===== src/rtl/uart_rx_frame_ctrl_pkg.sv =====
// Shared definitions for the UART receive framing path: FSM states,
// default framing constants and the running checksum step.
package uart_pkg;

    typedef enum logic [2:0] {
        ST_HUNT,
        ST_LEN,
        ST_PAYLOAD,
        ST_CHECK,
        ST_DRAIN
    } state_t;

    localparam logic [7:0] DEF_SYNC_BYTE     = 8'hA5;
    localparam int         DEF_TIMEOUT_TICKS = 320;

    // 8-bit wrapping additive checksum step.
    function automatic logic [7:0] uart_chk_add(input logic [7:0] acc, input logic [7:0] data);
        return acc + data;
    endfunction

endpackage


===== src/rtl/uart_rx_frame_ctrl_if.sv =====
// Payload stream from the frame controller to the command decoder.
interface uart_rx_frame_ctrl_if;

    logic [7:0] pkt_data;
    logic       pkt_valid;
    logic       pkt_last;
    logic       pkt_ready;
    logic [7:0] pkt_len;

    modport master (output pkt_data, pkt_valid, pkt_last, pkt_len, input pkt_ready);
    modport slave  (input pkt_data, pkt_valid, pkt_last, pkt_len, output pkt_ready);

endinterface


===== src/rtl/uart_rx_frame_ctrl_buf.sv =====
// Payload buffer: register array, synchronous write, asynchronous read.
module uart_frame_buf #(
    parameter int DEPTH = 16,
    parameter int AW    = 4
) (
    input  logic          clk,
    input  logic          we,
    input  logic [AW-1:0] waddr,
    input  logic [7:0]    wdata,
    input  logic [AW-1:0] raddr,
    output logic [7:0]    rdata
);

    logic [7:0] mem [DEPTH];

    always_ff @(posedge clk) begin
        if (we) mem[waddr] <= wdata;
    end

    assign rdata = mem[raddr];

endmodule


===== src/rtl/uart_rx_frame_ctrl.sv =====
// Frame parser behind the UART RX core: SYNC, LEN, PAYLOAD, CHK. Verified
// payloads are drained over a valid/ready stream; bad frames raise pulses.
module uart_rx_frame_ctrl
    import uart_pkg::*;
#(
    parameter int         MAX_LEN       = 16,
    parameter logic [7:0] SYNC_BYTE     = DEF_SYNC_BYTE,
    parameter int         TIMEOUT_TICKS = DEF_TIMEOUT_TICKS
) (
    input  logic                 clk,
    input  logic                 rst,
    input  logic [7:0]           rx_data,
    input  logic                 rx_valid,
    input  logic                 rx_error,
    input  logic                 baud_tick_16x,
    uart_rx_frame_ctrl_if.master pkt,
    output logic                 busy,
    output logic                 chk_err,
    output logic                 len_err,
    output logic                 frame_err,
    output logic                 timeout_err,
    output logic                 overrun_err
);

    localparam int              PW        = $clog2(MAX_LEN + 1);
    localparam int              AW        = (MAX_LEN > 1) ? $clog2(MAX_LEN) : 1;
    localparam int              TW        = $clog2(TIMEOUT_TICKS + 1);
    localparam logic [7:0]      MAX_LEN_B = 8'(MAX_LEN);
    localparam logic [TW-1:0]   TO_LAST   = TW'(TIMEOUT_TICKS - 1);

    state_t        state_q, state_n;
    logic [7:0]    len_q, acc_q, rd_data;
    logic [PW-1:0] wr_ptr, rd_ptr;
    logic [TW-1:0] to_cnt;
    logic          ld_len, wr_en, ld_drain, rd_inc, to_hit, wr_last, rd_last;
    logic          chk_err_n, len_err_n, frame_err_n, timeout_err_n, overrun_err_n;

    assign wr_last = (8'(wr_ptr) == len_q - 8'd1);
    assign rd_last = (8'(rd_ptr) == len_q - 8'd1);
    assign to_hit  = baud_tick_16x && (to_cnt == TO_LAST);

    always_comb begin
        state_n       = state_q;
        ld_len        = 1'b0;
        wr_en         = 1'b0;
        ld_drain      = 1'b0;
        rd_inc        = 1'b0;
        chk_err_n     = 1'b0;
        len_err_n     = 1'b0;
        frame_err_n   = 1'b0;
        timeout_err_n = 1'b0;
        overrun_err_n = 1'b0;
        case (state_q)
            ST_HUNT: begin
                if (rx_error) frame_err_n = 1'b1;
                else if (rx_valid && rx_data == SYNC_BYTE) state_n = ST_LEN;
            end
            ST_LEN, ST_PAYLOAD, ST_CHECK: begin
                // Stop-bit error beats a byte in the same cycle; a byte beats a tick.
                if (rx_error) begin
                    frame_err_n = 1'b1;
                    state_n     = ST_HUNT;
                end else if (rx_valid) begin
                    if (state_q == ST_LEN) begin
                        if (rx_data == 8'd0 || rx_data > MAX_LEN_B) begin
                            len_err_n = 1'b1;
                            state_n   = ST_HUNT;
                        end else begin
                            ld_len  = 1'b1;
                            state_n = ST_PAYLOAD;
                        end
                    end else if (state_q == ST_PAYLOAD) begin
                        wr_en = 1'b1;
                        if (wr_last) state_n = ST_CHECK;
                    end else if (rx_data == acc_q) begin
                        ld_drain = 1'b1;
                        state_n  = ST_DRAIN;
                    end else begin
                        chk_err_n = 1'b1;
                        state_n   = ST_HUNT;
                    end
                end else if (to_hit) begin
                    timeout_err_n = 1'b1;
                    state_n       = ST_HUNT;
                end
            end
            ST_DRAIN: begin
                // The buffer is busy draining, so any new byte is dropped.
                if (rx_valid && !rx_error) overrun_err_n = 1'b1;
                if (pkt.pkt_ready) begin
                    rd_inc = 1'b1;
                    if (rd_last) state_n = ST_HUNT;
                end
            end
            default: state_n = ST_HUNT;
        endcase
    end

    always_ff @(posedge clk) begin
        if (rst) begin
            state_q     <= ST_HUNT;
            len_q       <= 8'd0;
            acc_q       <= 8'd0;
            wr_ptr      <= '0;
            rd_ptr      <= '0;
            to_cnt      <= '0;
            chk_err     <= 1'b0;
            len_err     <= 1'b0;
            frame_err   <= 1'b0;
            timeout_err <= 1'b0;
            overrun_err <= 1'b0;
        end else begin
            state_q     <= state_n;
            chk_err     <= chk_err_n;
            len_err     <= len_err_n;
            frame_err   <= frame_err_n;
            timeout_err <= timeout_err_n;
            overrun_err <= overrun_err_n;
            if (ld_len) begin
                len_q  <= rx_data;
                acc_q  <= rx_data;
                wr_ptr <= '0;
            end
            if (wr_en) begin
                acc_q  <= uart_chk_add(acc_q, rx_data);
                wr_ptr <= wr_ptr + PW'(1);
            end
            if (ld_drain) rd_ptr <= '0;
            if (rd_inc)   rd_ptr <= rd_ptr + PW'(1);
            if (state_q == ST_HUNT || state_q == ST_DRAIN || rx_valid || timeout_err_n)
                to_cnt <= '0;
            else if (baud_tick_16x)
                to_cnt <= to_cnt + TW'(1);
        end
    end

    uart_frame_buf #(.DEPTH(MAX_LEN), .AW(AW)) u_buf (
        .clk   (clk),
        .we    (wr_en),
        .waddr (wr_ptr[AW-1:0]),
        .wdata (rx_data),
        .raddr (rd_ptr[AW-1:0]),
        .rdata (rd_data)
    );

    assign busy          = (state_q != ST_HUNT);
    assign pkt.pkt_valid = (state_q == ST_DRAIN);
    assign pkt.pkt_data  = pkt.pkt_valid ? rd_data : 8'h00;
    assign pkt.pkt_last  = pkt.pkt_valid && rd_last;
    assign pkt.pkt_len   = pkt.pkt_valid ? len_q : 8'h00;

endmodule


===== src/flat_wrapper.sv =====
// flat-port wrapper written by rule: the top's interface ports become plain ports
module uart_rx_frame_ctrl_flat import uart_pkg::*;
#(
    parameter int         MAX_LEN       = 16,
    parameter logic [7:0] SYNC_BYTE     = DEF_SYNC_BYTE,
    parameter int         TIMEOUT_TICKS = DEF_TIMEOUT_TICKS
)
  (clk, rst, rx_data, rx_valid, rx_error, baud_tick_16x, busy, chk_err, len_err, frame_err, timeout_err, overrun_err, pkt_pkt_data, pkt_pkt_valid, pkt_pkt_last, pkt_pkt_len, pkt_pkt_ready);
  uart_rx_frame_ctrl_if pkt_i ();
  input  logic clk;
  input  logic rst;
  input  logic [7:0] rx_data;
  input  logic rx_valid;
  input  logic rx_error;
  input  logic baud_tick_16x;
  output logic busy;
  output logic chk_err;
  output logic len_err;
  output logic frame_err;
  output logic timeout_err;
  output logic overrun_err;
  output wire logic [$bits(pkt_i.pkt_data)-1:0] pkt_pkt_data;
  output wire logic [$bits(pkt_i.pkt_valid)-1:0] pkt_pkt_valid;
  output wire logic [$bits(pkt_i.pkt_last)-1:0] pkt_pkt_last;
  output wire logic [$bits(pkt_i.pkt_len)-1:0] pkt_pkt_len;
  input wire logic [$bits(pkt_i.pkt_ready)-1:0] pkt_pkt_ready;
  assign pkt_pkt_data = pkt_i.pkt_data;
  assign pkt_pkt_valid = pkt_i.pkt_valid;
  assign pkt_pkt_last = pkt_i.pkt_last;
  assign pkt_pkt_len = pkt_i.pkt_len;
  assign pkt_i.pkt_ready = pkt_pkt_ready;
  uart_rx_frame_ctrl #(.MAX_LEN(MAX_LEN), .SYNC_BYTE(SYNC_BYTE), .TIMEOUT_TICKS(TIMEOUT_TICKS)) u_core (.clk(clk), .rst(rst), .rx_data(rx_data), .rx_valid(rx_valid), .rx_error(rx_error), .baud_tick_16x(baud_tick_16x), .pkt(pkt_i), .busy(busy), .chk_err(chk_err), .len_err(len_err), .frame_err(frame_err), .timeout_err(timeout_err), .overrun_err(overrun_err));
endmodule

===== config.mk =====
export PLATFORM = sky130hd
export DESIGN_NAME = uart_rx_frame_ctrl_flat
export DESIGN_NICKNAME = d
export VERILOG_FILES = /design/src/rtl/uart_rx_frame_ctrl_pkg.sv /design/src/rtl/uart_rx_frame_ctrl_if.sv /design/src/rtl/uart_rx_frame_ctrl_buf.sv /design/src/rtl/uart_rx_frame_ctrl.sv /design/src/flat_wrapper.sv
export SDC_FILE = /design/constraint.sdc
export NUM_CORES = 1
export LEC_CHECK = 0
export CAP_MARGIN = 20
export CORE_ASPECT_RATIO = 1.5
export CORE_MARGIN = 2
export CORE_UTILIZATION = 30
export CTS_BUF_LIST = sky130_fd_sc_hd__clkbuf_4 sky130_fd_sc_hd__clkbuf_8 sky130_fd_sc_hd__clkbuf_16
export DETAILED_ROUTE_END_ITERATION = 8
export PLACE_DENSITY = 0.43
export SLEW_MARGIN = 20
export SYNTH_ARGS = -nofsm -noshare
export SYNTH_HDL_FRONTEND = slang
export SYNTH_SLANG_ARGS = --single-unit
export TNS_END_PERCENT = 50

===== constraint.sdc =====
create_clock -name clk -period 3.9 [get_ports clk]
set_clock_uncertainty 0.15 [all_clocks]
set_input_delay 0.78 -clock clk [delete_from_list [all_inputs] [get_ports clk]]
set_output_delay 0.78 -clock clk [all_outputs]
set_load 0.01 [all_outputs]

# Yosys cells after proc, flatten, opt, wreduce, memory -nomap -nowiden
# Memories as Yosys holds them, arrays and structs flattened. A register that Yosys moved wholly into a read port is not among the register bits.
# Index checks and enable logic that the tools add are counted.
op_classes:
  n_addsub: 5
  magnitude_cmp: 1
  n_eq_ne: 15
  mux: 51
  bitwise: 5
  n_reduce_logical: 22
ops:
  columns: ["operator", "n"]
  rows:
  - ["3-bit 2-to-1 mux", 11]
  - ["8-bit 2-to-1 mux", 4]
  - ["1-bit 2-to-1 mux", 28]
  - ["5-bit 2-to-1 mux", 4]
  - ["5-bit by 8-bit == test with 1-bit output", 2]
  - ["5-bit by 1-bit adder with 5-bit output, second input constant", 2]
  - ["9-bit by 1-bit adder with 9-bit output, second input constant", 1]
  - ["9-bit == test, second input constant", 1]
  - ["3-bit case mux with 3 select lines", 1]
  - ["8-bit adder", 1]
  - ["8-bit == test", 1]
  - ["8-bit == test, second input constant", 1]
  - ["8-bit by 5-bit greater-than comparator with 1-bit output, second input constant", 1]
  - ["8-bit logical NOT", 1]
  - ["4-bit 2-to-1 mux", 2]
  - ["8-bit by 1-bit subtractor with 8-bit output, second input constant", 1]
  - ["3-bit by 2-bit == test with 1-bit output, second input constant", 2]
  - ["2-bit != test, second input constant", 3]
  - ["6-bit by 4-bit != test with 1-bit output, second input constant", 1]
  - ["6-bit AND reduction", 1]
  - ["2-bit OR reduction", 3]
  - ["6-bit OR reduction", 1]
  - ["1-bit NOT", 5]
  - ["5-bit OR reduction", 1]
  - ["13 further kinds", 20]
totals:
  ff_bits: 43
  mem_bits_rw: 128
  input_bits: 14
  out_inout_bits: 24
  wordCells: 111
  n_memories: 1
memory_table:
  columns: ["memory", "words", "width", "rd", "rd_ports_with_merged_regs", "wr", "line_no", "text"]
  rows:
  - ["u_core.u_buf.mem", 16, 8, 1, 1, 1, "uart_rx_frame_ctrl_buf.sv:14", "logic [7:0] mem [DEPTH];"]

# Logic depth before layout (Yosys ltp)
# Gate-level depths: netlist of the first run.
depth:
  ltp_word: 11
  depth_mapped: 9
  depth_no_buf: 9

# Hierarchy
# From an unflattened synthesis of the first run, not the netlist that was laid out.
hier_totals:
  hier_cells: 528
  area_unflattened_um2: 7523.5
modules_own_cells:
  columns: ["module", "instances", "cells_each", "area_per_inst_um2", "seq_area_each_um2"]
  rows:
  - ["uart_frame_buf", 1, 221, 4987.3, 3843.7]
  - ["uart_rx_frame_ctrl", 1, 307, 2536.2, 860.8]

# Worst setup path before layout of the first run
# No wires, ideal clock.
synth_timing:
  path_type: "input-to-reg"
  startpoint: "in rx_error"
  endpoint: "mem u_core.u_buf.mem[2][0], enable pin"
  arrival_time_ns: 2.207
  setup_slack_ns: 1.160
  cell_stages: 5
  path_buffers: 1
  cell_sequence: "nand2b_1 nor4b_1 buf_2 nand2_1 nor3_1"
synth_via:
  elab_chain_len: 4
synth_rtl:
  columns: ["element", "line_no", "text"]
  rows:
  - ["start: declaration", "flat_wrapper.sv:14", "input logic rx_error;"]
  - ["1-bit 2-to-1 mux", "uart_rx_frame_ctrl.sv:60", "if (rx_error) begin"]
  - ["1-bit 2-to-1 mux", "uart_rx_frame_ctrl.sv:53", "case (state_q)"]
  - ["1-bit 2-to-1 mux", "uart_rx_frame_ctrl_buf.sv:17", "if (we) mem[waddr] <= wdata;"]
  - ["1-bit 2-to-1 mux (implied by the code)", "uart_rx_frame_ctrl_buf.sv:17", null]
  - ["end: declaration", "uart_rx_frame_ctrl_buf.sv:14", null]
# No other way between the ends.

==> flow_summary.toml, run 1 <==
[status]
status = "complete, no violations"

[power_and_ir_drop]
powerDensity_nw_per_um2 = 412
leakage_nw = 3.03
peakVddDrop_uv = 278
p_total_w = 0.00377

[sta]
fin_crit_ns = 3.76
setup_violations = 0
fmax_mhz = 266
finalCritPeriodShare_pct = 96.4
max_slew_margin_pct = 55.2
worstMarginPinSlew_ns = 0.666
drv_slew = 0
rsz0062_at_grt = "false"
timing.setup.tns_ns = 0
finalHoldViolCount = 0

[clocking]
cts_num_sinks = 175
cts_tree = "done"
cts_made_buffers = 17
h-tree-depth = 4
clkSlewWorstSetupHoldPaths_ns = 0.06
hold_buffers = 0
clock_latency_ns = 0.43
clock_path_buffers = 2
cts_root_buf = "clkbuf_16"

[layout]
antenna_cells = 0
syn2layout_area_growth_pct = 20.3
layoutNonFillerInstCount = 924
fillers = 2407
final_util_pct = 36.6
drive_above_1_share_pct = 15.3
layout.nets = 612

[logic_synthesis]
synth_fp_nets = 546
synthFlopType = "edfxtp_1"
syn_area_sq_um = 7620
synth_seq_area_share_pct = 62.8
synth_cells = 517
synth_top_area_share_pct = 50.4
async_flop_share_pct = 0
avgSynthCellArea_sq_um = 14.7
yosys.area.top_type = "edfxtp_1"
ys_top_cells_by_area = "edfxtp_1 (50%), dfxtp_1 (12%), mux4_1 (9.7%)"
synth.distinct_cells = 53
ys_seq_elements = 175
synth_edf_count = 128
ys_warn_count = 0

[global_route]
grt-ovfl-total = 0
grt_max_degree = 33
grt_pass1_wl_um = 29100
grt_pass1_vias = 4765
antenna_found_initial = 1
grt_util_all_layers_pct = 15.0

[detailed_routing]
num_vias = 4506
avgViaCountPerCell = 4.88
drc = 0
wl_um = 18900
drtPass1Iterations = 4
wl_per_cell_um = 20.4
drt-initial-drc-count = 238
ant_nets = 0

[worst_setup_path]
path_max_fanout = 32
r2r_slack_ns = 1.36
critPathLaunchType = "flop"
end_kind = "primary output"
cp_data_arrival_time_ns = 2.83
r2r_cells = 7
required_ns = 2.97
crit_type = "reg -> out"

[place]
place.gp.congestion = 0.767
io_buffer_count = 37
place_hpwl_um = 13300
place_inst = 892

[floorplanning]
core_sq_um = 25100
num_rows = 71
dieHeight_um = 199
pin_count = 38
initial_utilization_pct = 30.4
die_area_sq_um = 26700
fp.dieW_um = 134

[min_path]
min_path_cells = 2
min_path_type = "reg -> reg"

[job]
drv_cap = 0
metrics by stage:
step	hold WS (ns)	worst slack [ns]	cell area [sq um]
2_1_floorplan	0.295	1.16	7620
3_3_place_gp	0.313	0.435	8570
3_5_place_dp	0.325	0.425	8570
4_1_cts	0.335	0.0480	9150
5_1_grt	0.364	0.0235	9170
6_report	0.327	0.139	9170
path summary, 6_finish.rpt:
check,startpoint,end
min,u_core.acc_q[5],u_core.acc_q[5]
min reg2reg,u_core.acc_q[5],u_core.acc_q[5]
max reg2reg,u_core.state_q[0],flop
max,flop,pkt_pkt_data[7]
area by class of cell:
cell class	instances	area, sq um	area share [%]
clock buffers	17	425	4.64
clock inverters	15	158	1.72
inverters	14	52.6	0.573
multi-input cells	302	2670	29.1
flip-flops and latches	175	4790	52.2
well taps	328	410	4.48
repair buffers	73	666	7.26
timing repair:
action | in CTS | in global routing
setup endpoints to repair | 1 | 2
pin swaps | 0 | 0
setup buffers | 0 | 0
endpoints found under the hold margin | 0 | 0
resized for setup | 1 | 5
worst max-delay path, cell delays in order, from the launching register on:
cell	delay, ns
dfxtp_2	0.34
buf_12	0.24
mux4_1	0.60
mux4_2	0.54
and2_1	0.18
clkdlybuf4s50_1	0.47
flip-flops by register name, summed over array words and instances, names as in the netlist, 3 cells and up, named ones only:
signal,cells
u_core.u_buf.mem,128
u_core.len_q,8
u_core.acc_q,8
u_core.to_cnt,9
u_core.rd_ptr,5
u_core.state_q,3
u_core.wr_ptr,5
cells in the mapped netlist (8+ instances only):
| master | instances |
|---|---|
| a21oi_1 | 18 |
| and2_1 | 13 |
| and3_1 | 10 |
| clkbuf_1 | 15 |
| dfxtp_1 | 47 |
| edfxtp_1 | 128 |
| ha_1 | 14 |
| inv_1 | 14 |
| mux4_1 | 28 |
| mux4_2 | 12 |
| nand2_1 | 31 |
| nand3_1 | 9 |
| nor2_1 | 50 |
| nor3_1 | 12 |
| nor4_1 | 10 |
| o21ai_0 | 8 |
| xnor2_1 | 18 |
| xor2_1 | 11 |
report_power, final:
group / total, W / switching (W) / internal, W
Combinational: 0.0000796 / 0.0000508 / 0.0000288
Sequential: 0.00199 / 0.000000218 / 0.00199
Clock: 0.00170 / 0.000749 / 0.000954
cell usage in the layout, fill, tap and decap left out, types with 6 or more instances in the layout:
cell type | synthesis | layout
nand3_1 | 9 | 8
dfxtp_1 | 47 | 44
edfxtp_1 | 128 | 128
nor2_1 | 50 | 50
clkbuf_16 | 0 | 17
o21ai_0 | 8 | 8
mux4_2 | 12 | 13
clkdlybuf4s50_1 | 0 | 37
nor3_1 | 12 | 12
xnor2_1 | 18 | 17
nand2b_1 | 6 | 6
and2_1 | 13 | 13
nand4_1 | 6 | 6
nor4_1 | 10 | 10
mux4_1 | 28 | 27
xor2_1 | 11 | 11
a21oi_1 | 18 | 18
inv_1 | 14 | 14
nand2_1 | 31 | 31
buf_4 | 0 | 34
and3_1 | 10 | 10
ha_1 | 14 | 14
layer usage:
| metal | global-route usage, % | wire length [um] | vias to the layer above |
|---|---|---|---|
| met5 | 0 | 13 | - |
| li1 | - | - | 2140 |
| met1 | 16.3 | 7470 | 2261 |
| met2 | 28.4 | 10500 | 83 |
| met4 | 5.07 | 302 | 2 |
| met3 | 3.50 | 575 | 20 |
logic make-up (layout without fill, tap and decap cells):
group                      Yosys count  after routing  synth area share [%]
AOI/OAI and AO/OA                   47             47                  4.05
DFF                                175            175                  62.8
buffers and inverters               40            119                  2.49
muxes                               41             41                  13.3
xor gates and xnor gates            29             29                  3.33
adders and majority gates           15             15                  2.56
and+or+nand+nor                    170            170                  11.5
Power figures use the tool's default switching activity.
==> run 2, diff against run 1 <==
ABC_CLOCK_PERIOD_IN_PS = 3900   (was not set)
CORE_UTILIZATION = 45   (was 30)
PLACE_DENSITY = 0.6   (was 0.43)
==> run 2 against run 1 <==
Setup slack better by 0.046 ns. Wire length shrank 12%. Non-clock buffer count shrank 4. Hold slack improved by 0.0066 ns. Sequential power about the same. Sequential cell count did not move. Clock power decreased by 5%. Largest cell class unchanged. Total power is 2.4% lower. Cell area fell by 2.3%. Register-to-register slack gained 0.08 ns. Critical path depth unchanged.
==> flow_summary.toml, run 2 (synthesized netlist as in run 1, its figures left out) <==
[detailed_routing]
drt-initial-drc-count = 325
wl_um = 16600
drc = 0
wl_per_cell_um = 20.7
ant_nets = 0
avgViaCountPerCell = 5.62
num_vias = 4508
drtPass1Iterations = 4

[global_route]
antenna_found_initial = 0
grt-ovfl-total = 0
grt_pass1_vias = 4651
grt_pass1_wl_um = 25900
grt_util_all_layers_pct = 19.6
grt_max_degree = 33

[sta]
max_slew_margin_pct = 52.4
finalCritPeriodShare_pct = 95.2
worstMarginPinSlew_ns = 0.707
drv_slew = 0
timing.setup.tns_ns = 0
finalWorstSetupSlack_ns = 0.185
hold_slack_ns = 0.334
rsz0062_at_grt = "false"
finalHoldViolCount = 0
setup_violations = 0
fin_crit_ns = 3.71
fmax_mhz = 269

[floorplanning]
fp.dieW_um = 110
dieHeight_um = 163
die_area_sq_um = 18000
initial_utilization_pct = 45.7
core_sq_um = 16700
pin_count = 38
num_rows = 58

[clocking]
clock_path_buffers = 2
cts_tree = "done"
cts_root_buf = "clkbuf_16"
cts_num_sinks = 175
cts_made_buffers = 17
h-tree-depth = 4
clkSlewWorstSetupHoldPaths_ns = 0.07
clock_latency_ns = 0.42
post_cts_buffers = 0

[layout]
final_cell_mix = "edfxtp_1 (128), nor2_1 (50), dfxtp_1 (44)"
regMostFlops = "u_core.u_buf.mem"
reg.largest.list = "u_core.u_buf.mem: 128 flops, u_core.to_cnt: 9 flops"
layout.nets = 608
final_common_cell = "edfxtp_1"
antenna_cells = 0
drive_above_1_share_pct = 14.5
largest_register_ffs = 128
finish.instance_area_sq_um = 8960
syn2layout_area_growth_pct = 17.5

[worst_setup_path]
end_kind = "primary output"
r2r_slack_ns = 1.44
critPathLaunchType = "flop"
required_ns = 2.97
crit_type = "reg -> out"
cpPeakStageDelay_ns = 0.64
r2r_cells = 7
path_max_fanout = 32
slowest_stage = "mux4_1"
crit_chain = "buf_12 > mux4_1 > mux4_2 > and2_1 > clkdlybuf4s50_1"
cp_data_arrival_time_ns = 2.78

[min_path]
min_path_cells = 2
min_path_type = "reg -> reg"

[job]
drv_cap = 0

[place]
place_area_sq_um = 8380
io_buffer_count = 37
place_hpwl_um = 11600
place_ws_ns = 0.445
place.gp.congestion = 0.860

[power_and_ir_drop]
peakVddDrop_uv = 297
leakage_nw = 2.98
powerDensity_nw_per_um2 = 411

[status]
status = "complete, no violations"
==> run 2: changes by cell type in the layout (fill, tap and decap cells not counted), sizes merged <==
cell	before	now
clkinv	7	3
bufinv	2	0
clkinvlp	0	3
buf	36	32
inv	20	23
==> run 2: what timing repair did <==
action | CTS | global route
hold buffers | 0 | 0
gates resized for setup | 0 | 3
endpoints found under the setup margin | 0 | 1
==> run 2: worst paths after layout <==
| path | end | startpoint |
|---|---|---|
| worst max-delay path | pkt_pkt_data[1] | flop |
| worst min-delay path | u_core.acc_q[5] | u_core.acc_q[5] |
| worst max register to register | u_core.rd_ptr[3] | u_core.state_q[1] |
| worst min register to register | u_core.acc_q[5] | u_core.acc_q[5] |
==> run 2: report_power, final <==
group	switching (W)	internal (W)	total [W]	leakage, nW
Combinational	0.0000506	0.0000281	0.0000787	1.17
Sequential	0.000000232	0.00199	0.00199	1.53
Clock	0.000763	0.000852	0.00161	0.275
==> run 2: layout make-up <==
type / instances / area [sq um]
timing repair buffer: 69 / 623
tap: 210 / 263
clock buffer: 17 / 425
inverter: 14 / 52.6
multi-input combinational: 302 / 2660
sequential: 175 / 4790
clock inverter: 15 / 146
fill: 1384 / 7730
==> run 2: routing by layer <==
layer / part of all wire (%) / vias to the layer above / GRT usage [%]
li1: - / 2124 / -
met1: 41 / 2293 / 23.8
met2: 56 / 83 / 35.8
met3: 2.5 / 8 / 3.23
met4: 1.2 / 0 / 5.28
met5: 0 / - / 0
==> run 2: worst max-delay path: cells and delay by family, from the launching register on <==
family	cells	cell delay (ns)
mux	2	1.11
flops	1	0.34
simple gates	1	0.17
buf+inv	2	0.70
==> run 2: through the flow <==
stage          instances  total power, W  util [%]
3_5_place_dp         770         0.00211      50.2
4_1_cts              802         0.00372      53.6
6_report             802         0.00369      53.7
2_1_floorplan        517         0.00206         -
5_1_grt              802         0.00379      53.7
3_3_place_gp         770         0.00211      50.2
